[config.mk]
export PLATFORM = sky130hd
export DESIGN_NAME = mem_stage_unit
export DESIGN_NICKNAME = d
export VERILOG_FILES = /design/src/rtl/mem_stage_unit.sv
export SDC_FILE = /design/constraint.sdc
export NUM_CORES = 1
export LEC_CHECK = 0
export BUFFER_PORTS_ARGS = -buffer_cell sky130_fd_sc_hd__buf_4
export CAP_MARGIN = 20
export CELL_PAD_IN_SITES_DETAIL_PLACEMENT = 1
export CELL_PAD_IN_SITES_GLOBAL_PLACEMENT = 1
export CORE_AREA = 2 2 232 234
export CTS_CLUSTER_DIAMETER = 30
export DETAILED_ROUTE_END_ITERATION = 10
export DIE_AREA = 0 0 234 236
export MAX_ROUTING_LAYER = met4
export PLACE_DENSITY = 0.53
export SLEW_MARGIN = 20
export SYNTH_ARGS = -nofsm -noshare
export SYNTH_HDL_FRONTEND = slang
export SYNTH_SLANG_ARGS = --single-unit
[constraint.sdc]
create_clock -name clk -period 14.65 [get_ports clk]
set_clock_uncertainty 0.2 [all_clocks]
set_input_delay 2.1975 -clock clk [delete_from_list [all_inputs] [get_ports clk]]
set_output_delay 2.1975 -clock clk [all_outputs]
set_load 0.1 [all_outputs]
[src/rtl/mem_stage_unit.sv]
// mem_stage_unit: MEM pipeline stage.
// Consumes the EX/MEM register and performs loads/stores on an external data
// memory over a req/ack handshake. While an access is in flight the front of
// the pipeline is stalled and bubbles are written into MEM/WB. Misaligned
// accesses and bus timeouts suppress the register writeback. Branch
// resolution (pc_src/pc_target) is a pure pass-through of EX/MEM.
module mem_stage_unit #(
  parameter int DATA_W  = 64,
  parameter int RD_W    = 5,
  parameter int TIMEOUT = 16
) (
  input  logic              clk,
  input  logic              reset,
  input  logic              em_Branch,
  input  logic              em_branch_op,
  input  logic              em_MemRead,
  input  logic              em_MemWrite,
  input  logic              em_MemtoReg,
  input  logic              em_RegWrite,
  input  logic [RD_W-1:0]   em_rd,
  input  logic [DATA_W-1:0] em_Result,
  input  logic [DATA_W-1:0] em_WriteData,
  input  logic [DATA_W-1:0] em_target,
  output logic              mem_req,
  output logic              mem_we,
  output logic [DATA_W-1:0] mem_addr,
  output logic [DATA_W-1:0] mem_wdata,
  input  logic              mem_ack,
  input  logic [DATA_W-1:0] mem_rdata,
  output logic              stall,
  output logic              pc_src,
  output logic [DATA_W-1:0] pc_target,
  output logic              mw_RegWrite,
  output logic              mw_MemtoReg,
  output logic [RD_W-1:0]   mw_rd,
  output logic [DATA_W-1:0] mw_ReadData,
  output logic [DATA_W-1:0] mw_ALUResult,
  output logic              misalign_err,
  output logic              bus_err
);

  localparam int CNT_W = $clog2(TIMEOUT);

  typedef enum logic [1:0] {
    ST_IDLE = 2'd0,
    ST_WAIT = 2'd1,
    ST_DONE = 2'd2
  } state_t;

  state_t             r_state;
  state_t             w_next;
  logic [CNT_W-1:0]   r_cnt;
  logic               r_err;
  logic [DATA_W-1:0]  r_rdata;

  logic               w_acc;
  logic               w_mis;
  logic               w_issue;
  logic               w_timeout;
  logic               w_stall;
  logic               w_is_load;

  assign w_acc     = em_MemRead | em_MemWrite;
  // Doubleword accesses must sit on an 8-byte boundary.
  assign w_mis     = w_acc & (em_Result[2:0] != 3'd0);
  assign w_issue   = (r_state == ST_IDLE) & w_acc & ~w_mis;
  assign w_timeout = (r_state == ST_WAIT) & ~mem_ack & (r_cnt == CNT_W'(TIMEOUT - 1));
  // A store wins when both MemRead and MemWrite are set.
  assign w_is_load = em_MemRead & ~em_MemWrite;

  // Branch resolution never waits on memory; EX/MEM is frozen during a stall.
  assign pc_src    = em_Branch & em_branch_op;
  assign pc_target = em_target;

  // Reset abandons any access and releases the pipeline immediately.
  assign stall = w_stall & ~reset;

  // Next-state and stall decode.
  always_comb begin
    // NOTE: every signal written here gets a default first so no latch is inferred.
    w_next  = r_state;
    w_stall = 1'b0;
    case (r_state)
      ST_IDLE: begin
        if (w_issue) begin
          w_stall = 1'b1;
          w_next  = ST_WAIT;
        end
      end
      ST_WAIT: begin
        w_stall = 1'b1;
        if (mem_ack || w_timeout) w_next = ST_DONE;
      end
      ST_DONE: w_next = ST_IDLE;
      default: w_next = ST_IDLE;
    endcase
  end

  // State register.
  always_ff @(posedge clk or posedge reset) begin
    // NOTE: sequential state uses non-blocking assignments so every flop samples pre-edge values.
    if (reset) r_state <= ST_IDLE;
    else       r_state <= w_next;
  end

  // Memory bus request, wait counter, load-data latch and error flag.
  always_ff @(posedge clk or posedge reset) begin
    if (reset) begin
      mem_req   <= 1'b0;
      mem_we    <= 1'b0;
      mem_addr  <= '0;
      mem_wdata <= '0;
      r_cnt     <= '0;
      r_err     <= 1'b0;
      r_rdata   <= '0;
    end else begin
      case (r_state)
        ST_IDLE: begin
          if (w_issue) begin
            mem_req   <= 1'b1;
            mem_we    <= em_MemWrite;
            mem_addr  <= em_Result;
            mem_wdata <= em_WriteData;
            r_cnt     <= '0;
          end
        end
        ST_WAIT: begin
          if (mem_ack) begin
            mem_req <= 1'b0;
            r_rdata <= mem_we ? '0 : mem_rdata;
          end else if (w_timeout) begin
            mem_req <= 1'b0;
            r_rdata <= '0;
            r_err   <= 1'b1;
          end else begin
            r_cnt <= r_cnt + 1'b1;
          end
        end
        ST_DONE: r_err <= 1'b0;
        default: ;
      endcase
    end
  end

  // One-cycle error pulses.
  always_ff @(posedge clk or posedge reset) begin
    if (reset) begin
      misalign_err <= 1'b0;
      bus_err      <= 1'b0;
    end else begin
      misalign_err <= (r_state == ST_IDLE) & w_mis;
      bus_err      <= w_timeout;
    end
  end

  // MEM/WB register: bubble while stalled, otherwise capture the instruction.
  always_ff @(posedge clk or posedge reset) begin
    if (reset) begin
      mw_RegWrite  <= 1'b0;
      mw_MemtoReg  <= 1'b0;
      mw_rd        <= '0;
      mw_ReadData  <= '0;
      mw_ALUResult <= '0;
    end else if (w_stall) begin
      mw_RegWrite  <= 1'b0;
      mw_MemtoReg  <= 1'b0;
      mw_rd        <= '0;
      mw_ReadData  <= '0;
      mw_ALUResult <= '0;
    end else begin
      mw_RegWrite  <= em_RegWrite & ~w_mis & ~r_err;
      mw_MemtoReg  <= em_MemtoReg;
      mw_rd        <= em_rd;
      mw_ALUResult <= em_Result;
      mw_ReadData  <= ((r_state == ST_DONE) && w_is_load) ? r_rdata : '0;
    end
  end

endmodule
# --- Yosys cells after proc, flatten, opt, wreduce, memory -nomap -nowiden ---
# Cells that the tools add are included.
# W data, S select, Z words.
op_classes:
  reduce_logical: 13
  eq_ne: 9
  bitwise: 17
  n_addsub: 1
  muxes: 25
op_table:
  columns: ["cell", "n"]
  rows:
  - ["$mux W64", 6]
  - ["$mux W4", 3]
  - ["$and A1 B1 Y1", 11]
  - ["$mux W1", 8]
  - ["$ne A2 B2 Y1 const B", 4]
  - ["$pmux W4 S2", 1]
  - ["$pmux W1 S2", 3]
  - ["$reduce_and A2 Y1", 3]
  - ["$reduce_and A3 Y1", 2]
  - ["$reduce_bool A2 Y1", 3]
  - ["$mux W5", 1]
  - ["$not A1 Y1", 5]
  - ["$add A4 B1 Y4 const B", 1]
  - ["$eq A4 B4 Y1 const B", 1]
  - ["$mux W2", 2]
  - ["$pmux W2 S2", 1]
  - ["$reduce_and A4 Y1", 1]
  - ["$ne A3 B3 Y1 const B", 1]
  - ["$reduce_bool A3 Y1", 1]
  - ["$eq A2 B1 Y1 const B", 1]
  - ["$eq A2 B2 Y1 const B", 1]
  - ["$logic_not A2 Y1", 1]
  - ["$ne A2 B1 Y1 const B", 1]
  - ["$logic_and A1 B1 Y1", 1]
  - ["2 further kinds", 2]
totals:
  out_inout_bits: 333
  wordCells: 80
  inputBits: 270
  reg_bits: 338

# --- Logic depth before layout (Yosys ltp) ---
logic_depth:
  ltp_word: 7
  depth_mapped: 6
  depth_no_buf: 5

# --- Least setup slack after synthesis ---
# Ideal clock, no wire load.
synth_timing:
  path_type: "input to output"
  start: "input port reset"
  end: "output port stall"
  setup_slack_ns: 1.572
  t_required_ns: 12.252
  path_stages: 2
  arrival_ns: 10.681
  cell_sequence: "inv_1 > and3_1"
synth_between:
  elab_chain_cells: 2
synth_lines:
  columns: ["item", "line_no", "source"]
  rows:
  - ["start, declared", "13", "input logic reset,"]
  - ["$not A1 Y1", "76", "assign stall = w_stall & ~reset;"]
  - ["$and A1 B1 Y1", "76", null]
  - ["end, declared", "30", "output logic stall,"]
# No other way between the ends.

# --- Worst setup path after layout ---
layout_timing:
  start: "input port em_Result[0]"
  end: "output port stall"
layout_between:
  elab_chain_cells: 7
layout_lines:
  columns: ["item", "line_no", "source"]
  rows:
  - ["start, declared", "21", "input logic [DATA_W-1:0] em_Result,"]
  - ["$reduce_bool A3 Y1", "65", "assign w_mis = w_acc & (em_Result[2:0] != 3'd0);"]
  - ["$and A1 B1 Y1", "65", null]
  - ["$not A1 Y1", "66", "assign w_issue = (r_state == ST_IDLE) & w_acc & ~w_mis;"]
  - ["$and A1 B1 Y1", "66", null]
  - ["$mux W1", "85", "if (w_issue) begin"]
  - ["$pmux W1 S2", "83", "case (r_state)"]
  - ["$and A1 B1 Y1", "76", null]
# No other way between the ends.

==> metrics.log <==
[metrics] largest delay contributor family on the critical path: simple AND/OR/NAND/NOR gates
[metrics] R2R depth: 5
[metrics] async set-or-reset flop fraction in the synthesized netlist: between 90% and 100%
[metrics] detailed-route vias per instance: about 4.1
[metrics] Chip Width: around 230 µm
[metrics] Area Overhead vs Synth: 56.8%
[metrics] Yosys top cell by area: sky130_fd_sc_hd__dfrtp_1
[metrics] area share of the largest cell type after synthesis: between 60% and 70%
[metrics] number of antenna violations at the first check in global routing: 0
[metrics] top fanout value on the critical path: 4
[metrics] die outline area: ~55000 µm²
[metrics] transition time of the tightest slew-check pin: between 0.9 and 1 ns
[metrics] Synth area leaders: sky130_fd_sc_hd__dfrtp_1, sky130_fd_sc_hd__mux2_2, sky130_fd_sc_hd__a22o_1
[metrics] Final Instance Count excl. Fillers: 2049
[metrics] reg-to-reg startpoint: r_state[0]
[metrics] outcome: completed
[metrics] H-tree lvl count: 3
[metrics] count of TritonRoute iterations in the first routing pass: 6
[metrics] sum of routed wire length over all layers: a little under 40000 µm
[metrics] overall track demand over capacity in global routing: about 15%
[metrics] pin count of the biggest net entering global routing: 94
[metrics] dominant synthesized flop cell: sky130_fd_sc_hd__dfrtp_1
[metrics] number of flops mapped to enable cells by yosys: 0
[metrics] setup_tns: 0 ns
[metrics] Overflow after GRT: 0
[metrics] total number of nets in the final design: ~1.6k
[metrics] top cells by count, synth: sky130_fd_sc_hd__dfrtp_1, sky130_fd_sc_hd__mux2_2, sky130_fd_sc_hd__and2_1, sky130_fd_sc_hd__a21boi_0, sky130_fd_sc_hd__buf_4
[metrics] Initial Utilization: a little under a quarter
[metrics] cell repeated most along the worst path: sky130_fd_sc_hd__buf_4
[metrics] post-CTS sizing: 0
[metrics] clock transition at the registers of the reported paths: approximately 0.040 ns
[metrics] RSZ-0062 raised after global routing: false
[metrics] cell with the largest stage delay on the worst path: sky130_fd_sc_hd__or3_1
[metrics] post-synthesis sequential area ratio: 68.3%
[metrics] type of the most critical hold path: reg -> reg
[metrics] number of clock sinks: between 300 and 400
[metrics] post-route fraction of the period consumed by the critical path: 40.1%
[metrics] antenna viol nets, final: 0
[metrics] Worst IR Drop VDD: between 0.0001 and 0.00015 V
[metrics] CTS tree: built
[metrics] DP Cell Count: between 1.5k and 2k
[metrics] fraction of layout instances using a drive strength above 1: a little over half
[metrics] synthesis warning total: 0
[metrics] Final Slew Violations: 0
[metrics] source-to-sink clock delay at the later pin of the worst-skew pair: ~0.60 ns
[metrics] cell with the most instances after synthesis: sky130_fd_sc_hd__dfrtp_1
[metrics] DRC violation total after the first TritonRoute iteration: between 200 and 300
[metrics] synthesized netlist net count: ~1.1k
[metrics] number of setup violations in the final report: 0
[metrics] post-CTS setup repair buffer count: 0
[metrics] number of cells on the worst hold path: 1
[metrics] clock period minus final worst setup slack: 5.88 ns
[metrics] average cell area after synthesis: 15.1 µm²
[metrics] number of inserted diodes: 0
[metrics] longest individual stage delay on the worst path: about 0.51 ns
[metrics] global placement routability congestion: between 0.7 and 0.8
[metrics] first-pass GRT wire length: 59300 µm
[metrics] final routed wire length divided by cell count: a little under 20 µm
[metrics] I/O pins: about 600
[metrics] timing-limited maximum frequency: 170 MHz
[metrics] number of hold violations in the final report: 0
[metrics] element type at the critical path start: input pin
[metrics] R2R Path End: mem_wdata[15]
[metrics] required time of the critical path: roughly 12 ns
[metrics] Hold Path Origin: r_rdata[33]
[metrics] Leakage: 9.44 nW
[metrics] post-synthesis cell area: roughly 12000 µm²
[metrics] worst relative slew slack: around 36%
[metrics] total clock buffers created by CTS: 89
[metrics] number of flip-flops and latches in the synthesized netlist: around 340
[metrics] number of buffers between clock root and the deepest sink: 3
[metrics] die outline height: 236 µm
[metrics] hold path endpoint: mw_ReadData[33]
[metrics] element type at the critical path end: primary output
[metrics] number of buffers added to fix hold violations after cts: 0
[metrics] total core area: 53100 µm²
[metrics] Worst Path Arrival: ~3.5 ns
[metrics] Gate Count Post-Synth: just over 800
[metrics] Rows: 85
[metrics] max-cap violation count: 0
[metrics] total DRC errors in the routed layout: 0
[metrics] critical path start-end classification: in -> out
[metrics] clock tree root buffer cell: sky130_fd_sc_hd__clkbuf_16
[metrics] Buffers on Ports: roughly 470
[metrics] hold slack final: roughly 0.27 ns
[metrics] vias after detailed routing: 8478
[metrics] number of unique standard cell types used by synthesis: 36
[metrics] vias in the first global route: about 9.6k
[metrics] register-to-register path setup slack: around 11 ns
[metrics] total power density per cell area: 236 nW/µm²
[metrics] half-perimeter wire length after detailed placement: 26800 µm
[metrics] Buffers & Inverters on Critical Path: 2
[metrics] CP cell instances: buf_4 -> or3_1 -> o21ai_4 -> and3_1 -> buf_4
## area by class of cell
class	instances	area, µm²
fill	5598	33700
sequential	338	8460
timing repair buffer	485	3640
multi-input combinational	363	3220
clock buffer	124	2570
tap	696	871
clock inverter	38	627
inverter	5	26.3
## power by group
| part | internal (mW) | switching (mW) |
|---|---|---|
| clock network | 1.47 | 0.578 |
| registers | 1.11 | 0.0908 |
| logic | 0.299 | 1.02 |
## cells by family (layout without fill, tap and decap cells)
kind of cell / Yosys count / in the layout / share of synthesized area (%)
compound gates: 143 / 143 / 9.34
flops: 338 / 338 / 68.3
mux: 128 / 128 / 11.6
fa+ha+maj: 1 / 1 / 0.101
simple gates: 91 / 91 / 4.67
buf+inv: 117 / 652 / 5.97
## flip-flops by register name, summed over array words and instances (netlist names)
name and cells:
r_cnt 4, mem_addr 64, r_state 2, mw_RegWrite 1, mw_ReadData 64, mem_we 1, misalign_err 1, r_rdata 64
r_err 1, mem_req 1, mw_ALUResult 64, mw_rd 5, mw_MemtoReg 1, mem_wdata 64, bus_err 1
## worst max-delay path by stage
stage | endpoint | cells after the start | start | slack, ns
after floorplan | stall | 2 | reset | 1.57
after global placement | mem_wdata[38] | 6 | em_Result[0] | 8.77
after detailed placement | mem_wdata[11] | 6 | em_Result[0] | 8.75
after CTS | stall | 5 | em_Result[0] | 8.77
after global routing | stall | 4 | reset | 8.71
final | stall | 5 | em_Result[0] | 8.77
## placed cells by master (no fill, tap or decap), types with 3 or more instances in the layout
cell and instances:
sky130_fd_sc_hd__clkbuf_16 90, sky130_fd_sc_hd__bufinv_16 15, sky130_fd_sc_hd__clkinv_2 15, sky130_fd_sc_hd__clkbuf_8 19, sky130_fd_sc_hd__clkinv_8 3, sky130_fd_sc_hd__and2_1 71
sky130_fd_sc_hd__dfrtp_1 338, sky130_fd_sc_hd__buf_4 485, sky130_fd_sc_hd__nor2_1 5, sky130_fd_sc_hd__a22o_1 64, sky130_fd_sc_hd__inv_1 3, sky130_fd_sc_hd__mux2_1 49
sky130_fd_sc_hd__clkbuf_1 15, sky130_fd_sc_hd__mux2_2 78, sky130_fd_sc_hd__a21boi_0 67
## per-layer routing
layer	track usage, %	up-vias	wire [µm]
li1	-	3734	-
met1	15.7	4242	14900
met2	23.1	402	19200
met3	5.84	100	4030
met4	7.75	0	1460
met5	-	-	0
## metrics by stage
stage               utilization (%)  area [µm²]  power [mW]  setup WS, ns
CTS                            36.6       19400        4.64          8.77
detailed placement             30.6       16200        2.55          8.75
floorplan                         -       12400        2.30          1.57
global placement               30.6       16200        2.53          8.77
finish                         36.6       19400        4.58          8.77
global route                   36.6       19400        4.75          8.71
(Power assumes the default switching activity.)
